## src/rtl/seg_disp_pkg.sv

```systemverilog
// Shared constants for the multiplexed seven-segment scanner: glyph table,
// blank pattern and parameter legality limits.
package seg_disp_pkg;

    // Segment order is {g,f,e,d,c,b,a}, active-low.
    localparam logic [6:0] SEG_BLANK = 7'b1111111;

    // Entry n is the glyph for nibble value n (listed here from F down to 0).
    localparam logic [15:0][6:0] SEG_GLYPHS = {
        7'b0001110,  // F
        7'b0000110,  // E
        7'b0100001,  // d
        7'b1000110,  // C
        7'b0000011,  // b
        7'b0001000,  // A
        7'b0010000,  // 9
        7'b0000000,  // 8
        7'b1111000,  // 7
        7'b0000010,  // 6
        7'b0010010,  // 5
        7'b0011001,  // 4
        7'b0110000,  // 3
        7'b0100100,  // 2
        7'b1111001,  // 1
        7'b1000000   // 0
    };

    localparam int NUM_DIGITS_MIN  = 1;
    localparam int NUM_DIGITS_MAX  = 8;
    localparam int REFRESH_DIV_MIN = 1;
    localparam int BLINK_DIV_MIN   = 1;

endpackage

```

## src/rtl/seg_decode.sv

```systemverilog
// Nibble to seven-segment glyph decoder; in BCD mode values 10-15 are blank.
module seg_decode
    import seg_disp_pkg::*;
(
    input  logic [3:0] nibble,
    input  logic       hex_mode,
    output logic [6:0] seg
);

    always_comb begin
        seg = SEG_GLYPHS[nibble];
        if (!hex_mode && (nibble > 4'd9)) begin
            seg = SEG_BLANK;
        end
    end

endmodule

```

## src/rtl/seg_scan_display.sv

```systemverilog
// Multiplexed seven-segment scanner with per-digit blink and decimal points.
// Optional leading-zero suppression is enabled by defining SEG_LEADING_ZERO_BLANK_EN.
module seg_scan_display
    import seg_disp_pkg::*;
#(
    parameter int NUM_DIGITS  = 4,
    parameter int REFRESH_DIV = 100000,
    parameter int BLINK_DIV   = 25000000
) (
    input  logic                    clk,
    input  logic                    rst,
    input  logic [4*NUM_DIGITS-1:0] digits,
    input  logic                    hex_mode,
    input  logic                    blink_en,
    input  logic [NUM_DIGITS-1:0]   blink_mask,
    input  logic [NUM_DIGITS-1:0]   dp_mask,
    output logic [6:0]              seg,
    output logic                    dp,
    output logic [NUM_DIGITS-1:0]   an
);

    localparam int IDX_W = (NUM_DIGITS > 1) ? $clog2(NUM_DIGITS) : 1;
    localparam int REF_W = (REFRESH_DIV > 1) ? $clog2(REFRESH_DIV) : 1;
    localparam int BLK_W = (BLINK_DIV > 1) ? $clog2(BLINK_DIV) : 1;

    localparam logic [IDX_W-1:0] LAST_IDX = IDX_W'(NUM_DIGITS - 1);
    localparam logic [REF_W-1:0] REF_LAST = REF_W'(REFRESH_DIV - 1);
    localparam logic [BLK_W-1:0] BLK_LAST = BLK_W'(BLINK_DIV - 1);

    if ((NUM_DIGITS < NUM_DIGITS_MIN) || (NUM_DIGITS > NUM_DIGITS_MAX) ||
        (REFRESH_DIV < REFRESH_DIV_MIN) || (BLINK_DIV < BLINK_DIV_MIN)) begin : g_bad_param
        $error("seg_scan_display: illegal parameter value");
    end

    logic [REF_W-1:0]      refresh_q, refresh_d;
    logic [IDX_W-1:0]      index_q, index_d;
    logic [BLK_W-1:0]      blink_cnt_q, blink_cnt_d;
    logic                  phase_q, phase_d;
    logic [6:0]            seg_q, seg_d;
    logic                  dp_q, dp_d;
    logic [NUM_DIGITS-1:0] an_q, an_d;

    logic [3:0] nibble;
    logic       blink_bit;
    logic       dp_bit;
    logic       blink_blank;
    logic       lz_blank;
    logic [6:0] glyph;

    // Scan walks from the leftmost digit downwards and wraps back to it.
    always_comb begin
        refresh_d = refresh_q + REF_W'(1);
        index_d   = index_q;
        if (refresh_q == REF_LAST) begin
            refresh_d = '0;
            index_d   = (index_q == '0) ? LAST_IDX : index_q - IDX_W'(1);
        end
    end

    always_comb begin
        blink_cnt_d = '0;
        phase_d     = 1'b0;
        if (blink_en) begin
            blink_cnt_d = blink_cnt_q + BLK_W'(1);
            phase_d     = phase_q;
            if (blink_cnt_q == BLK_LAST) begin
                blink_cnt_d = '0;
                phase_d     = ~phase_q;
            end
        end
    end

    always_comb begin
        nibble    = 4'h0;
        blink_bit = 1'b0;
        dp_bit    = 1'b0;
        an_d      = '1;
        for (int j = 0; j < NUM_DIGITS; j++) begin
            if (IDX_W'(j) == index_q) begin
                nibble    = digits[4*j +: 4];
                blink_bit = blink_mask[j];
                dp_bit    = dp_mask[j];
                an_d[j]   = 1'b0;
            end
        end
    end

`ifdef SEG_LEADING_ZERO_BLANK_EN
    // Walking down from the top, upper_zero holds while every nibble seen so far is zero.
    always_comb begin
        logic upper_zero;
        upper_zero = 1'b1;
        lz_blank   = 1'b0;
        for (int j = NUM_DIGITS - 1; j >= 1; j--) begin
            if (digits[4*j +: 4] != 4'h0) begin
                upper_zero = 1'b0;
            end
            if (IDX_W'(j) == index_q) begin
                lz_blank = upper_zero;
            end
        end
    end
`else
    assign lz_blank = 1'b0;
`endif

    seg_decode u_seg_decode (
        .nibble   (nibble),
        .hex_mode (hex_mode),
        .seg      (glyph)
    );

    // Blink blanking kills the decimal point too; leading-zero blanking does not.
    always_comb begin
        blink_blank = blink_en && blink_bit && phase_q;
        seg_d       = (blink_blank || lz_blank) ? SEG_BLANK : glyph;
        dp_d        = ~(dp_bit && !blink_blank);
    end

    always_ff @(posedge clk or posedge rst) begin
        if (rst) begin
            refresh_q   <= '0;
            index_q     <= LAST_IDX;
            blink_cnt_q <= '0;
            phase_q     <= 1'b0;
            seg_q       <= SEG_BLANK;
            dp_q        <= 1'b1;
            an_q        <= '1;
        end else begin
            refresh_q   <= refresh_d;
            index_q     <= index_d;
            blink_cnt_q <= blink_cnt_d;
            phase_q     <= phase_d;
            seg_q       <= seg_d;
            dp_q        <= dp_d;
            an_q        <= an_d;
        end
    end

    assign seg = seg_q;
    assign dp  = dp_q;
    assign an  = an_q;

endmodule

```

## config.mk

```make
export PLATFORM = sky130hd
export DESIGN_NAME = seg_scan_display
export DESIGN_NICKNAME = d
export VERILOG_FILES = /design/src/rtl/seg_disp_pkg.sv /design/src/rtl/seg_decode.sv /design/src/rtl/seg_scan_display.sv
export SDC_FILE = /design/constraint.sdc
export NUM_CORES = 1
export LEC_CHECK = 0
export CAP_MARGIN = 20
export CORE_MARGIN = 5
export CORE_UTILIZATION = 50
export DETAILED_ROUTE_END_ITERATION = 8
export GPL_ROUTABILITY_DRIVEN = 0
export MAX_ROUTING_LAYER = met4
export PLACE_DENSITY = 0.7
export SYNTH_ARGS = -nofsm -noshare
export SYNTH_HDL_FRONTEND = slang
export SYNTH_SLANG_ARGS = --single-unit
```

## constraint.sdc

```tcl
create_clock -name clk -period 2.5 [get_ports clk]
set_input_delay 0.5 -clock clk [delete_from_list [all_inputs] [get_ports clk]]
set_output_delay 0.5 -clock clk [all_outputs]
set_load 0.005 [all_outputs]
```

==> summary.txt, run 1 <==
Worst setup path
  – Cell at the slowest stage of the critical path: sky130_fd_sc_hd__dfstp_2
  – Buf+Inv Stages, Crit Path: 1
  – Setup crit end kind: flop
  – Kind of critical path: flop to flop
  – Cell chain of the critical path: ha_1 > nand2b_1 > o22a_1 > and2_1 > inv_2 > ha_1 > mux2_2 > o211ai_2
  – Data arrival, critical path: 2560 ps
  – Cell repeated most along the worst path: sky130_fd_sc_hd__ha_1
  – Maximum fanout along the worst path: 7
  – Family with the most delay on the worst path: flip-flops
  – Setup crit start kind: flop
  – Worst stage delay on the critical path: 540 ps
  – Data required time at the worst endpoint: 2760 ps

Timing
  – Final Cycle Share: 0.920
  – Clk_skew: 8.45 ps
  – Max Slew Vio Count: 0
  – Final Hold Vio Count: 0
  – Achievable frequency: 0.435 GHz
  – Clock period minus worst slack: 2300 ps
  – RSZ-0062 raised after global routing: false
  – Worst-Margin Slew: 580 ps
  – Setup TNS after final layout: 0 ps
  – Setup-failing EPs final: 0
  – Max transition margin: 0.613
  – Slack of the critical path: 199 ps

Cells and area
  – Nets@finish: 389
  – Utilization after layout: 0.624
  – Multi-input combinational cell area: 1490 sq um
  – ANT cells: 0
  – Syn-to-layout area delta: 20.8%
  – FILL cells: 496
  – Layout cells sized above 1: 0.129
  – Register area: 1440 sq um

Synthesis
  – Distinct cell type count of the synthesized netlist: 53
  – Dominant cell type by area after synthesis: sky130_fd_sc_hd__dfrtp_1
  – Synth Net Count: 343
  – Syn Std Cell Area: 3060 sq um
  – Part of the Yosys area used for sequential elements: 0.473
  – Post-synth top cells: sky130_fd_sc_hd__nor2_1 (44), sky130_fd_sc_hd__dfrtp_1 (43), sky130_fd_sc_hd__xnor2_1 (24), sky130_fd_sc_hd__nand2_1 (23), sky130_fd_sc_hd__nand3_1 (21)
  – Gate Count Post-Synth: 305
  – FFs w/ async S/R, synth: 1.00
  – Total of warnings raised by yosys: 0
  – Area fraction of the dominant cell type after synthesis: 0.352
  – Leading cell types by total area after synthesis: sky130_fd_sc_hd__dfrtp_1 (35%), sky130_fd_sc_hd__dfstp_2 (12%), sky130_fd_sc_hd__xnor2_1 (6.9%)
  – Top flip-flop cell by instance count after synthesis: sky130_fd_sc_hd__dfrtp_1
  – Post-synthesis sequential element count: 57
  – Most frequent cell after synthesis: sky130_fd_sc_hd__nor2_1
  – Mean instance size in the synthesized netlist: 10.0 sq um
  – Count of flip-flops with a built-in enable after synthesis: 0

CTS
  – Worst skew pair latency: 330 ps
  – CTS buffer count: 9
  – Buffers inserted by post-CTS timing repair: 0
  – CTS H-tree lvls: 3
  – Clock tree from TritonCTS: done
  – Sinks on the clock net: 57
  – Clock tree buffer depth: 2
  – Clock root buffer: sky130_fd_sc_hd__clkbuf_8
  – Clock transition time at the flip-flop clock pins of the worst setup and hold paths: 60 ps

Placed design
  – Pre-CTS setup slack: 195 ps
  – Half-perimeter wire length of the detailed placement result: 4260 microns
  – # port buffers: 39

Detailed routing
  – Ratio of routed vias to standard cells: 5.37
  – Sum of routed wire length over all layers: 6020 microns
  – Detailed-route wire length per cell: 14.0 microns
  – Number of iterations in the first detailed-routing pass: 4
  – Iteration-0 DRC Markers: 91
  – Remaining DRCs: 0
  – ANT nets after route: 0
  – Vias: 2313

Pwr
  – Power density cells: 498 nW/um^2
  – Maximum resistive drop on vdd: 0.304 mV
  – Leakage power summed over all cells: 1.56 nW

Floorplan
  – Die H: 88.2 microns
  – Initial cell density of the core: 0.516
  – Core outline area: 5920 sq um
  – Cell row count: 28
  – Full die area: 7770 sq um
  – Floorplan die width: 88.2 microns
  – Count of pins on the block boundary: 40

Outcome
  – Outcome: finished clean

Global routing
  – Leftover overflow at the end of global routing: 0
  – Via count of the first global-routing pass: 2294
  – Wire length of the first global-routing pass: 10500 microns
  – Global-route usage over all layers: 0.180
  – Number of antenna violations at the first check in global routing: 0
  – Pin count of the biggest net entering global routing: 26

Run
  – # Max-Cap Violations: 0

Hold path
  – Hold Crit Class: flop to flop
[kinds of logic after synthesis]
group,share of synthesized area
flip-flops,0.473
AND/OR/NAND/NOR,0.237
AO/OA/AOI/OAI,0.0754
adder cells (fa/ha/maj),0.0410
XOR/XNOR,0.109
multiplexers,0.0233
buffers and inverters,0.0422
[cell usage in the layout, fill, tap and decap left out, types with 8 or more instances in the layout]
cell type                         instances
sky130_fd_sc_hd__dfstp_2                 14
sky130_fd_sc_hd__ha_1                    10
sky130_fd_sc_hd__dfrtp_1                 43
sky130_fd_sc_hd__nor2_1                  44
sky130_fd_sc_hd__xor2_1                  14
sky130_fd_sc_hd__o211ai_1                 8
sky130_fd_sc_hd__clkdlybuf4s50_1         39
sky130_fd_sc_hd__nand3_1                 21
sky130_fd_sc_hd__nand2_1                 22
sky130_fd_sc_hd__clkbuf_8                10
sky130_fd_sc_hd__inv_1                   13
sky130_fd_sc_hd__xnor2_1                 24
sky130_fd_sc_hd__nand4_1                 10
[report_power, final]
group | switching [mW] | internal (mW)
registers | 0.00678 | 0.949
clock network | 0.328 | 0.387
logic | 0.0772 | 0.0905
total | 0.412 | 1.43
[layer usage]
layer | track usage | up-vias | part of all wire
met2 | 0.285 | 46 | 0.48
li1 | - | 1147 | -
met5 | - | - | 0
met3 | 0.0564 | 13 | 0.050
met1 | 0.212 | 1107 | 0.45
met4 | 0.0769 | 0 | 0.021
[layout make-up]
type / instances / area share
Clock inverter: 1 / 0.00136
Timing Repair Buffer: 45 / 0.121
Sequential cell: 57 / 0.391
Multi-Input combinational cell: 222 / 0.402
Clock buffer: 15 / 0.0424
Tap cell: 75 / 0.0254
Inverter: 16 / 0.0163
[per-stage QoR]
step	cells	power, mW	hold slack (ps)	instance area (sq um)
finish	431	1.84	464	3690
global route	431	1.93	485	3690
CTS	431	1.87	466	3690
detailed placement	415	1.14	455	3530
global placement	415	1.14	445	3530
floorplan	305	1.05	422	3060
[sequential cells by signal, summed over array words and instances (netlist names)]
name         cells
blink_cnt_q     25
refresh_q       17
dp               1
index_q          2
an               4
phase_q          1
seg              7
[worst paths after layout]
kind	startpoint	cells after the start	slack, ps	end
min reg2reg	blink_cnt_q[0]	1	460	blink_cnt_q[0]
min	blink_cnt_q[0]	1	460	blink_cnt_q[0]
max reg2reg	index_q[0]	8	200	seg[4]
max	index_q[0]	8	200	seg[4]
max in group asynchronous	rst	3	1320	seg[1]
min in group asynchronous	rst	2	550	refresh_q[6]
[worst register-to-register path: stages (launching register included)]
cell and delay, ps:
sky130_fd_sc_hd__dfstp_2 540, sky130_fd_sc_hd__ha_1 310, sky130_fd_sc_hd__nand2b_1 240, sky130_fd_sc_hd__o22a_1 180
sky130_fd_sc_hd__and2_1 260, sky130_fd_sc_hd__inv_2 110, sky130_fd_sc_hd__ha_1 190, sky130_fd_sc_hd__mux2_2 270
sky130_fd_sc_hd__o211ai_2 130
[repair_timing]
action	CTS	global route
hold buffers	0	0
setup endpoints to repair	0	1
resized for setup	0	1
Note: power is estimated with default switching activity, not from simulation.
==> inputs of run 2 (changes only) <==
- CAP_MARGIN: 20 -> 15
- REMOVE_ABC_BUFFERS: not set -> 1
- clock period: 2.5 -> 2.25 ns (I/O delays scaled with it)
==> run 2 against run 1 <==
  * Clock power increased by 43%
  * Critical path depth increased by 1
  * Final cell count increased by 0.93%
  * Utilization increased by 2.4 points
  * Critical endpoint is now seg[6]
==> summary.txt, run 2 (same netlist as run 1, synthesis figures left out) <==
Outcome
  – Outcome: finished clean

Pwr
  – Power dissipated by switching net loads: 492 uW
  – Maximum resistive drop on vdd: 0.360 mV
  – Clk network pwr share: 0.447
  – Switching Share: 0.216
  – Part of the power in combinational logic: 0.087
  – Register share of total power: 0.465
  – Power density cells: 595 nW/um^2
  – Leakage power summed over all cells: 1.62 nW
  – Cell internal power dissipation: 1.79 mW

Timing
  – Worst-Margin Slew: 542 ps
  – Max transition margin: 0.637
  – Setup TNS after final layout: 0 ps
  – Hold Worst Slack: 452 ps
  – Achievable frequency: 0.474 GHz
  – Clk_skew: 10.7 ps
  – Final Cycle Share: 0.938
  – RSZ-0062 raised after global routing: false
  – Max Slew Vio Count: 0
  – Final Hold Vio Count: 0
  – Clock period minus worst slack: 2110 ps
  – Setup-failing EPs final: 0

Detailed routing
  – Vias: 2284
  – Remaining DRCs: 0
  – Ratio of routed vias to standard cells: 5.25
  – ANT nets after route: 0
  – Number of iterations in the first detailed-routing pass: 6
  – Iteration-0 DRC Markers: 88
  – Detailed-route wire length per cell: 14.2 microns
  – Sum of routed wire length over all layers: 6170 microns

Cells and area
  – Largest register FFs: 25
  – ANT cells: 0
  – Syn-to-layout area delta: 25.5%
  – Final instance area: 3830 sq um
  – Most frequent cells in the layout: sky130_fd_sc_hd__nor2_1 (44), sky130_fd_sc_hd__dfrtp_1 (43), sky130_fd_sc_hd__clkdlybuf4s50_1 (39)
  – Layout cells sized above 1: 0.181
  – Register bank with the most flops: blink_cnt_q
  – Commonest non-fill, non-tap cell in the layout: sky130_fd_sc_hd__nor2_1
  – Nets@finish: 394

Floorplan
  – Cell row count: 28
  – Count of pins on the block boundary: 40
  – Die H: 88.2 microns
  – Full die area: 7770 sq um
  – Core outline area: 5920 sq um
  – Floorplan die width: 88.2 microns
  – Initial cell density of the core: 0.516

Global routing
  – Pin count of the biggest net entering global routing: 58
  – Leftover overflow at the end of global routing: 0
  – Wire length of the first global-routing pass: 11000 microns
  – Number of antenna violations at the first check in global routing: 0
  – Via count of the first global-routing pass: 2360
  – Global-route usage over all layers: 0.186

CTS
  – Clock tree from TritonCTS: done
  – Worst skew pair latency: 330 ps
  – CTS H-tree lvls: 3
  – Clock tree buffer depth: 2
  – Sinks on the clock net: 57
  – CTS buffer count: 9
  – Clock root buffer: sky130_fd_sc_hd__clkbuf_8
  – Clock transition time at the flip-flop clock pins of the worst setup and hold paths: 70 ps

Worst setup path
  – Cell repeated most along the worst path: sky130_fd_sc_hd__buf_4
  – Data arrival, critical path: 2350 ps
  – Kind of critical path: flop to flop
  – Data required time at the worst endpoint: 2490 ps
  – Buf+Inv Stages, Crit Path: 3
  – Maximum fanout along the worst path: 7
  – Worst stage delay on the critical path: 550 ps
  – Cell at the slowest stage of the critical path: sky130_fd_sc_hd__dfstp_2
  – Setup crit end kind: flop
  – Cell chain of the critical path: inv_1 > ha_2 > nand2b_1 > buf_4 > o22ai_1 > a31o_2 > o31a_1 > buf_4 > o211ai_1
  – Family with the most delay on the worst path: compound AO/OA/AOI/OAI gates
  – Setup crit start kind: flop

Placed design
  – # port buffers: 39
  – Placed inst area: 3560 sq um
  – Half-perimeter wire length of the detailed placement result: 4380 microns

Run
  – # Max-Cap Violations: 0

Hold path
  – Hold Crit Class: flop to flop
[run 2: cell type report]
type                    count  area, sq um
fillers                   482         2090
multi-input cells         222         1520
flip-flops and latches     57         1440
repair buffers             50          498
clock buffers              13          179
well taps                  75         93.8
inverters                  16         60.1
clock inverters             2         35.0
[run 2: metrics by stage]
step	util	cells	power (mW)	worst slack, ps
final	0.648	435	2.28	139
after global routing	0.648	435	2.38	17.8
after CTS	0.637	432	2.30	2.11
after detailed placement	0.601	417	1.27	9.06
after global placement	0.601	417	1.27	95.0
after floorplan	-	295	1.16	106
[run 2: layer usage]
layer | track usage | vias to the layer above | part of all wire
met5 | - | - | 0
met4 | 0.0701 | 0 | 0.013
met1 | 0.250 | 1090 | 0.48
met2 | 0.275 | 31 | 0.47
met3 | 0.0395 | 9 | 0.033
li1 | - | 1154 | -
[run 2: power groups by stage]
stage | clock network (mW) | registers (mW) | logic, mW
after floorplan | 0 | 1.08 | 0.0777
after global placement | 0 | 1.08 | 0.191
after detailed placement | 0 | 1.08 | 0.193
after CTS | 1.05 | 1.06 | 0.193
after global routing | 1.10 | 1.06 | 0.220
final | 1.02 | 1.06 | 0.199
[run 2: path summary, 6_finish.rpt]
path | start | to | slack (ps) | depth (start not counted)
hold / removal | blink_cnt_q[0] | blink_cnt_q[0] | 450 | 1
max in group asynchronous | rst | an[3] | 1460 | 3
hold reg to reg | blink_cnt_q[0] | blink_cnt_q[0] | 450 | 1
setup reg to reg | index_q[0] | seg[6] | 140 | 9
setup / recovery | index_q[0] | seg[6] | 140 | 9
min in group asynchronous | rst | blink_cnt_q[15] | 490 | 3
[run 2: timing repair]
| item | 4_1_cts | 5_1_grt |
|---|---|---|
| resized for setup | 0 | 13 |
| setup buffers | 0 | 3 |
| setup endpoints to repair | 0 | 7 |
| hold buffers | 0 | 0 |
